### config.mk
export PLATFORM = sky130hd
export DESIGN_NAME = karatsuba_splitter
export DESIGN_NICKNAME = d
export VERILOG_FILES = /design/src/rtl/karatsuba_pkg.sv /design/src/rtl/karatsuba_skid.sv /design/src/rtl/karatsuba_splitter.sv
export SDC_FILE = /design/constraint.sdc
export NUM_CORES = 1
export LEC_CHECK = 0
export ABC_AREA = 0
export CAP_MARGIN = 20
export CORE_UTILIZATION = 33
export CTS_CLUSTER_DIAMETER = 60
export DETAILED_ROUTE_END_ITERATION = 8
export PLACE_DENSITY = 0.56
export SYNTH_ARGS = -nofsm -noshare
export SYNTH_HDL_FRONTEND = slang
export SYNTH_SLANG_ARGS = --single-unit
### constraint.sdc
create_clock -name clk -period 4.6 [get_ports clk]
set_clock_uncertainty 0.15 [all_clocks]
set_input_delay 0.92 -clock clk [delete_from_list [all_inputs] [get_ports clk]]
set_output_delay 0.92 -clock clk [all_outputs]
set_load 0.05 [all_outputs]
### src/rtl/karatsuba_pkg.sv
// Shared definitions for the Karatsuba operand-splitting stages.
// Optional sum outputs are enabled with the KSPLIT_SUM_EN macro.
package karatsuba_pkg;

    localparam int KSPLIT_WIDTH = 32;
    localparam int KSPLIT_HALF  = KSPLIT_WIDTH / 2;

    // Result record at the default width; stages built at other widths use
    // the same field order so payloads stay interchangeable.
    typedef struct packed {
`ifdef KSPLIT_SUM_EN
        logic [KSPLIT_HALF:0]   xs;
        logic [KSPLIT_HALF:0]   ys;
`endif
        logic [KSPLIT_HALF-1:0] xl;
        logic [KSPLIT_HALF-1:0] xr;
        logic [KSPLIT_HALF-1:0] yl;
        logic [KSPLIT_HALF-1:0] yr;
    } ksplit_rec_t;

    function automatic int rec_bits(input int half);
`ifdef KSPLIT_SUM_EN
        return 4 * half + 2 * (half + 1);
`else
        return 4 * half;
`endif
    endfunction

endpackage

### src/rtl/karatsuba_skid.sv
// Two-entry valid/ready buffer: an output register backed by one skid register.
// in_ready is registered, so there is no combinational path from out_ready.
module karatsuba_skid #(
    parameter int W = 8
) (
    input  logic         clk,
    input  logic         rst,
    input  logic         in_valid,
    output logic         in_ready,
    input  logic [W-1:0] in_data,
    output logic         out_valid,
    input  logic         out_ready,
    output logic [W-1:0] out_data
);

    logic         skid_valid;
    logic [W-1:0] skid_data;
    logic         accept;

    assign accept = in_valid && in_ready;

    // NOTE: payload registers are reset too, so every output reads 0 during reset.
    always_ff @(posedge clk or negedge rst) begin
        if (!rst) begin
            out_valid  <= 1'b0;
            out_data   <= '0;
            skid_valid <= 1'b0;
            skid_data  <= '0;
            in_ready   <= 1'b0;
        end else if (!out_valid || out_ready) begin
            // Output slot frees this edge; the skid entry is older than any new pair.
            in_ready <= 1'b1;
            if (skid_valid) begin
                out_data   <= skid_data;
                out_valid  <= 1'b1;
                skid_valid <= 1'b0;
            end else if (accept) begin
                out_data  <= in_data;
                out_valid <= 1'b1;
            end else begin
                out_valid <= 1'b0;
            end
        end else if (accept) begin
            skid_data  <= in_data;
            skid_valid <= 1'b1;
            in_ready   <= 1'b0;
        end else begin
            in_ready <= !skid_valid;
        end
    end

endmodule

### src/rtl/karatsuba_splitter.sv
// Splits operand pairs into upper/lower halves behind a two-entry skid buffer.
// Define KSPLIT_SUM_EN to add the registered half-sums xs = xl+xr, ys = yl+yr.
module karatsuba_splitter
    import karatsuba_pkg::*;
#(
    parameter int WIDTH = KSPLIT_WIDTH
) (
    input  logic               clk,
    input  logic               rst,
    input  logic               in_valid,
    output logic               in_ready,
    input  logic [WIDTH-1:0]   x,
    input  logic [WIDTH-1:0]   y,
    output logic               out_valid,
    input  logic               out_ready,
    output logic [WIDTH/2-1:0] xl,
    output logic [WIDTH/2-1:0] xr,
    output logic [WIDTH/2-1:0] yl,
    output logic [WIDTH/2-1:0] yr,
`ifdef KSPLIT_SUM_EN
    output logic [WIDTH/2:0]   xs,
    output logic [WIDTH/2:0]   ys,
`endif
    output logic [15:0]        op_count
);

    localparam int HALF  = WIDTH / 2;
    localparam int REC_W = rec_bits(HALF);

    typedef struct packed {
`ifdef KSPLIT_SUM_EN
        logic [HALF:0]   xs;
        logic [HALF:0]   ys;
`endif
        logic [HALF-1:0] xl;
        logic [HALF-1:0] xr;
        logic [HALF-1:0] yl;
        logic [HALF-1:0] yr;
    } rec_t;

    rec_t             in_rec;
    rec_t             out_rec;
    logic [REC_W-1:0] out_bits;

    always_comb begin
        in_rec.xl = x[WIDTH-1:HALF];
        in_rec.xr = x[HALF-1:0];
        in_rec.yl = y[WIDTH-1:HALF];
        in_rec.yr = y[HALF-1:0];
`ifdef KSPLIT_SUM_EN
        // Zero-extend before adding so the carry lands in the extra bit.
        in_rec.xs = {1'b0, x[WIDTH-1:HALF]} + {1'b0, x[HALF-1:0]};
        in_rec.ys = {1'b0, y[WIDTH-1:HALF]} + {1'b0, y[HALF-1:0]};
`endif
    end

    karatsuba_skid #(.W(REC_W)) u_skid (
        .clk       (clk),
        .rst       (rst),
        .in_valid  (in_valid),
        .in_ready  (in_ready),
        .in_data   (in_rec),
        .out_valid (out_valid),
        .out_ready (out_ready),
        .out_data  (out_bits)
    );

    assign out_rec = out_bits;
    assign xl      = out_rec.xl;
    assign xr      = out_rec.xr;
    assign yl      = out_rec.yl;
    assign yr      = out_rec.yr;
`ifdef KSPLIT_SUM_EN
    assign xs      = out_rec.xs;
    assign ys      = out_rec.ys;
`endif

    // NOTE: sequential state uses non-blocking assignments only.
    always_ff @(posedge clk or negedge rst) begin
        if (!rst) begin
            op_count <= '0;
        end else if (out_valid && out_ready) begin
            op_count <= op_count + 16'd1;
        end
    end

endmodule

==> reports/qor.csv, run 1 <==
stage;metric;value;unit
detailed_routing;drc_errors;10;
placed_design;place_ws;1.36;ns
cts;root_buffer;clkbuf_16;
global_routing;met3_usage;3.38;%
worst_setup_path;timing.critical_path.buf_inv;1;
synthesis;yosysUniqueCellTypes;24;
detailed_routing;vias;4099;
timing;max_clock_freq;360;MHz
timing;hold_viol;0;
timing;timing.final.ws_setup;1.82;ns
cts;cts_inserted_buffers;17;
timing;tightest_slew;0.930;ns
worst_setup_path;cp_slowest_cell;clkdlybuf4s50_1;
global_routing;antenna_found_initial;0;
flow_run;drv_cap;0;
hold_path;hold_class;flop to flop;
timing;rsz0062_at_grt;no;
timing;setup_violations;0;
die;coreArea;18100;um^2
cts;ctsResizeCount;0;
power_and_ir_drop;p_sw;0.00180;W
cts;clkSinkCount;147;
detailed_routing;detail_route.wl_per_cell;15.4;um
finish;drive_above_1_share;17.8;%
cts;cts_tree;done;
detailed_routing;totalWireLength;13500;um
synthesis;synthCells;483;
outcome;failed_checks;design-rule violations;
power_and_ir_drop;leakagePower;3.50;nW
detailed_routing;drtPass1Iterations;8;
cts;clock_path_buffers;2;
synthesis;seq_area_frac_synth;59.6;%
synthesis;avgSynthCellArea;12.8;um^2
global_routing;grt_use_met2;25.1;%
worst_setup_path;crit_type;flop to primary output;
power_and_ir_drop;p_sw_share;35.6;%
synthesis;synth_seq_cells;147;
worst_setup_path;required;3.53;ns
detailed_routing;avgViaCountPerCell;4.69;
finish;nFillCells;1627;
timing;min_period;2.78;ns
synthesis;syn_nets;552;
timing;slew_violations;0;
worst_setup_path;critPathCaptureType;primary output;
power_and_ir_drop;p_comb_share;33.6;%
synthesis;netlist_area;6180;um^2
die;die_w;139;um
finish;utilization;47.0;%
die;die_area;19300;um^2
outcome;status;finished with violations;
power_and_ir_drop;power_frac_clock;29.6;%
cts;postCtsHoldBufs;0;
global_routing;globalRouteOverflowTotal;0;
cts;clkTransAtPathRegs;0.06;ns
worst_setup_path;path_delay_family;buffers and inverters;
synthesis;yosysWarningCount;0;
global_routing;grt_pass1_wl;22400;um
cts;cts_setup_buffers;0;
die;start_util;34.0;%
finish;fin_nets;701;
detailed_routing;drtIter0Drc;182;
die;rows;49;
timing;max-slew-margin-rel;38.0;%
global_routing;busiest_layer;met2;
placed_design;port_buffers;149;
power_and_ir_drop;vdd_drop_max;275;uV
placed_design;dp_hpwl;9000;um
placed_design;place_congestion;0.732;
cts;clock_latency;0.41;ns
finish;area_growth;38.0;%
die;io-pin-count;150;
power_and_ir_drop;intPower;0.00325;W
worst_setup_path;cpPeakStageDelay;0.85;ns
global_routing;grt_max_degree;100;
detailed_routing;drtAntennaViolNets;0;
cts;htreeDepth;4;
finish;diodes;0;
global_routing;grt_pass1_vias;4378;
worst_setup_path;cp_max_fo;5;
worst_setup_path;startpoint_type;flop;
global_routing;met1_usage;18.0;%
timing;finalSetupTns;0;ns
worst_setup_path;crit_arrival;1.71;ns
die;die_h;139;um
power_and_ir_drop;p_per_area;592;nW/um^2
timing;period_share;60.4;%
worst_setup_path;path_cells;clkdlybuf4s50_1;
global_routing;grt_usage;14.8;%
power_and_ir_drop;seqPwrFrac;36.7;%
==> final timing paths <==
path	slack (ns)	end	from	cells past startpoint
hold reg to reg	0.33	op_count[15]	op_count[15]	1
max in group asynchronous	2.87	u_skid.out_data[62]	rst	2
setup reg to reg	2.42	u_skid.skid_data[36]	u_skid.out_valid	4
hold / removal	0.33	op_count[15]	op_count[15]	1
min in group asynchronous	0.42	u_skid.skid_data[36]	rst	1
setup / recovery	1.82	op_count[10]	op_count[10]	1
==> logic make-up after synthesis <==
logic type | share of synthesized area, %
AO/OA/AOI/OAI | 5.27
XOR/XNOR | 2.13
adder cells (fa/ha/maj) | 0.203
buffers and inverters | 3.10
flip-flops | 59.6
multiplexers | 22.5
AND/OR/NAND/NOR | 7.21
==> synth_stat cells <==
cell	count	area (um^2)
and2_2	1	7.51
nor4_2	1	12.5
xor2_1	3	26.3
clkbuf_8	6	82.6
nand3_2	1	10.0
nand4_1	2	12.5
nand3_1	6	30.0
inv_1	1	3.75
xnor2_1	12	105
mux2i_1	64	641
nor3_2	1	10.0
dfrtp_1	147	3680
nor2b_4	1	13.8
mux2_4	5	75.1
or2b_1	1	7.51
nand3_4	1	17.5
nand2_1	9	33.8
and3_1	4	25.0
or2_2	1	6.26
nor2_1	69	259
mux2_2	60	676
ha_1	1	12.5
a21oi_1	65	325
buf_2	21	105
==> per-stage QoR <==
stage	total power, W	instances	hold slack [ns]	instance area, um^2
floorplan	0.00298	483	0.301	6180
global placement	0.00355	841	0.317	7840
detailed placement	0.00359	841	0.314	7840
CTS	0.00512	873	0.336	8500
global route	0.00530	874	0.344	8520
finish	0.00505	874	0.329	8520
==> routing by layer <==
layer  vias up  routed length [um]
li1       1977                   -
met1      2010                5970
met2        90                6630
met3        22                 532
met4         0                 317
met5         -                   0
==> state kept, by name, indices dropped and copies added, names as in the netlist <==
signal	flops
u_skid.out_data	64
u_skid.skid_data	64
op_count	16
u_skid.in_ready	1
u_skid.out_valid	1
u_skid.skid_valid	1
==> power groups by stage <==
stage	Clock [W]	Combinational, W	Sequential [W]
floorplan	0	0.000491	0.00249
global placement	0	0.00169	0.00186
detailed placement	0	0.00171	0.00188
CTS	0.00154	0.00172	0.00186
global route	0.00160	0.00180	0.00190
finish	0.00150	0.00170	0.00185
==> cells in the final DEF, fill, tap and decap left out <==
cell / instances
nand3_2: 1
clkdlybuf4s50_1: 148
inv_6: 2
buf_16: 1
mux2_4: 5
mux2i_1: 64
and3_1: 4
nor2b_4: 1
or2b_1: 1
nor4_2: 1
buf_6: 1
or2_2: 1
and2_2: 1
mux2_2: 60
clkbuf_8: 2
buf_4: 6
bufinv_16: 4
ha_1: 1
nor2_1: 68
nor2_4: 1
a21oi_1: 65
nand3_1: 6
nand4_1: 2
inv_1: 1
inv_8: 1
nand3_4: 1
clkinv_4: 4
clkinvlp_4: 2
clkbuf_16: 17
nor3_2: 1
buf_12: 1
dfrtp_1: 146
dfrtp_4: 1
xor2_1: 3
nand2_1: 9
xnor2_1: 12
==> final cells by class <==
| cell class | instances | area, um^2 | area share [%] |
|---|---|---|---|
| sequential | 147 | 3680 | 43.2 |
| multi-input combinational | 308 | 2310 | 27.1 |
| clock buffer | 19 | 453 | 5.31 |
| inverter | 1 | 3.75 | 0.0440 |
| timing repair buffer | 157 | 1590 | 18.6 |
| tap | 229 | 287 | 3.36 |
| clock inverter | 13 | 199 | 2.33 |
Note: power is estimated with default switching activity, not from simulation.
==> inputs of run 2 (changes only) <==
==> constraint.sdc (replaced) <==
create_clock -name clk -period 2.8 [get_ports clk]
set_clock_uncertainty 0.15 [all_clocks]
set_input_delay 0.56 -clock clk [delete_from_list [all_inputs] [get_ports clk]]
set_output_delay 0.56 -clock clk [all_outputs]
set_load 0.05 [all_outputs]
==> reports/qor.csv, run 2 (same netlist as run 1, synthesis figures left out) <==
stage;metric;value;unit;change
worst_setup_path;required;2.09;ns;-1.44 ns
worst_setup_path;cp_max_fo;6;;+1
worst_setup_path;startpoint_type;flop;;
timing;min_period;2.40;ns;
finish;final_common_cell;clkdlybuf4s50_1;;
timing;tightest_slew;0.555;ns;-0.375 ns
hold_path;min_from;op_count[15];;
cts;clock_path_buffers;2;;unchanged
finish;drive_above_1_share;17.5;%;-0.36 points
power_and_ir_drop;p_per_area;953;nW/um^2;+61%
timing;slew_violations;0;;unchanged
flow_run;drv_cap;0;;unchanged
finish;fin_nets;704;;+0.43%
worst_setup_path;crit_type;flop to primary output;;
cts;cts_tree;done;;
detailed_routing;detail_route.wl_per_cell;15.7;um;+1.8%
global_routing;grt_usage;15.2;%;+0.36 points
power_and_ir_drop;p_sw;0.00290;W;+61%
detailed_routing;totalWireLength;13700;um;+2.0%
worst_setup_path;crit_arrival;1.69;ns;-0.02 ns
power_and_ir_drop;p_comb_share;34.7;%;+1.1 points
cts;clock_latency;0.41;ns;about the same
cts;ctsResizeCount;0;;unchanged
timing;rsz0062_at_grt;no;;
worst_setup_path;cp-startpoint;op_count[4];;
worst_setup_path;path_delay_family;buffers and inverters;;
detailed_routing;drtIter0Drc;129;;-29%
finish;largestRegisters;u_skid.out_data (64), u_skid.skid_data (64), op_count (16);;
global_routing;grt_max_degree;67;;-33%
power_and_ir_drop;leakagePower;3.51;nW;+0.39%
timing;finalSetupTns;0;ns;unchanged
timing;setup_violations;0;;unchanged
global_routing;globalRouteOverflowTotal;0;;unchanged
finish;final_cells;876;;+0.23%
die;die_h;139;um;unchanged
worst_setup_path;path_cells;clkdlybuf4s50_1;;
cts;postCtsHoldBufs;1;;+1
timing;max_clock_freq;417;MHz;
timing;hold_viol;0;;unchanged
cts;htreeDepth;4;;unchanged
hold_path;hold_class;flop to flop;;
placed_design;port_buffers;149;;unchanged
detailed_routing;drtAntennaViolNets;0;;unchanged
timing;period_share;85.6;%;
finish;final_cell_area;8550;um^2;+0.26%
placed_design;dp_cells;844;;+0.36%
finish;nFillCells;1659;;+2.0%
finish;mostFrequentLayoutCells;clkdlybuf4s50_1 (148), dfrtp_1 (146), nor2_1 (68);;
worst_setup_path;critPathCaptureType;primary output;;
global_routing;antenna_found_initial;0;;unchanged
global_routing;grt_pass1_vias;4379;;+0.023%
worst_setup_path;cpPeakStageDelay;0.84;ns;about the same
die;die_w;139;um;unchanged
outcome;failed_checks;design-rule violations;;
timing;max-slew-margin-rel;62.9;%;+25 points
die;io-pin-count;150;;unchanged
cts;clkSinkCount;147;;unchanged
placed_design;placed_area;7940;um^2;+1.2%
power_and_ir_drop;p_sw_share;35.6;%;about the same
worst_setup_path;cp_slowest_cell;clkdlybuf4s50_1;;
die;rows;49;;unchanged
die;coreArea;18100;um^2;unchanged
detailed_routing;drc_errors;11;;+1
finish;area_growth;38.4;%;
cts;cts_setup_buffers;0;;unchanged
power_and_ir_drop;total_power;0.00814;W;+61%
worst_setup_path;timing.critical_path.buf_inv;1;;unchanged
detailed_routing;vias;4087;;-0.29%
cts;root_buffer;clkbuf_16;;
placed_design;dp_hpwl;9390;um;+4.3%
cts;clkTransAtPathRegs;0.06;ns;about the same
finish;diodes;0;;unchanged
power_and_ir_drop;power_frac_clock;27.9;%;-1.7 points
power_and_ir_drop;seqPwrFrac;37.4;%;+0.7 points
detailed_routing;drtPass1Iterations;9;;+1
worst_setup_path;rr_startpoint;u_skid.out_valid;;
detailed_routing;avgViaCountPerCell;4.67;;-0.52%
die;die_area;19300;um^2;unchanged
die;start_util;34.0;%;unchanged
power_and_ir_drop;intPower;0.00524;W;+61%
cts;cts_inserted_buffers;17;;unchanged
power_and_ir_drop;vdd_drop_max;449;uV;+63%
outcome;status;finished with violations;;
placed_design;place_congestion;0.719;;-1.7%
global_routing;grt_pass1_wl;22800;um;+1.7%
## run 2: cell types whose count changed in the layout (fill, tap and decap cells not counted)
cell	delta
inv_6	-2
clkbuf_1	+3
inv_8	-1
dlygate4sd3_1	+1
bufinv_16	-1
clkinv_4	-2
clkinv_2	+3
clkinvlp_4	-1
buf_16	-1
buf_12	+6
buf_4	-3
## run 2: path summary, 6_finish.rpt
check | end | slack, ns | depth (start not counted)
worst min register to register | op_count[15] | 0.33 | 1
worst min-delay path | op_count[15] | 0.33 | 1
worst max register to register | u_skid.skid_data[5] | 1.05 | 4
min in group asynchronous | u_skid.out_data[35] | 0.52 | 2
max in group asynchronous | u_skid.skid_valid | 1.14 | 3
worst max-delay path | op_count[4] | 0.40 | 1
## run 2: area by class of cell
type                       count  area, um^2  share of cell area [%]
clock buffer                  22         464                    5.43
clock inverter                 9         130                    1.52
inverter                       1        3.75                  0.0439
multi-input combinational    308        2310                    27.1
sequential                   147        3680                    43.1
tap                          229         287                    3.35
timing repair buffer         160        1670                    19.5
## run 2: power groups by stage
stage / sequential [W] / clock [W] / combinational, W
finish: 0.00304 / 0.00228 / 0.00282
global route: 0.00313 / 0.00245 / 0.00299
CTS: 0.00305 / 0.00235 / 0.00286
detailed placement: 0.00308 / 0 / 0.00285
global placement: 0.00306 / 0 / 0.00281
floorplan: 0.00409 / 0 / 0.000807
## run 2: metal layers
metal | up-vias | track usage (%) | share of wire (%)
met1 | 2006 | 17.9 | 42
met4 | 0 | 5.61 | 1.3
li1 | 1984 | - | -
met2 | 86 | 26.7 | 52
met5 | - | 0 | 0
met3 | 11 | 3.83 | 4.3
## run 2: metrics by stage
step / utilization [%] / setup slack [ns] / hold WS, ns
final: 47.1 / 0.403 / 0.326
after global routing: 47.1 / 0.336 / 0.347
after CTS: 47.1 / 0.373 / 0.332
after detailed placement: 43.8 / 0.367 / 0.325
after global placement: 43.8 / 0.396 / 0.312
after floorplan: - / 0.860 / 0.114
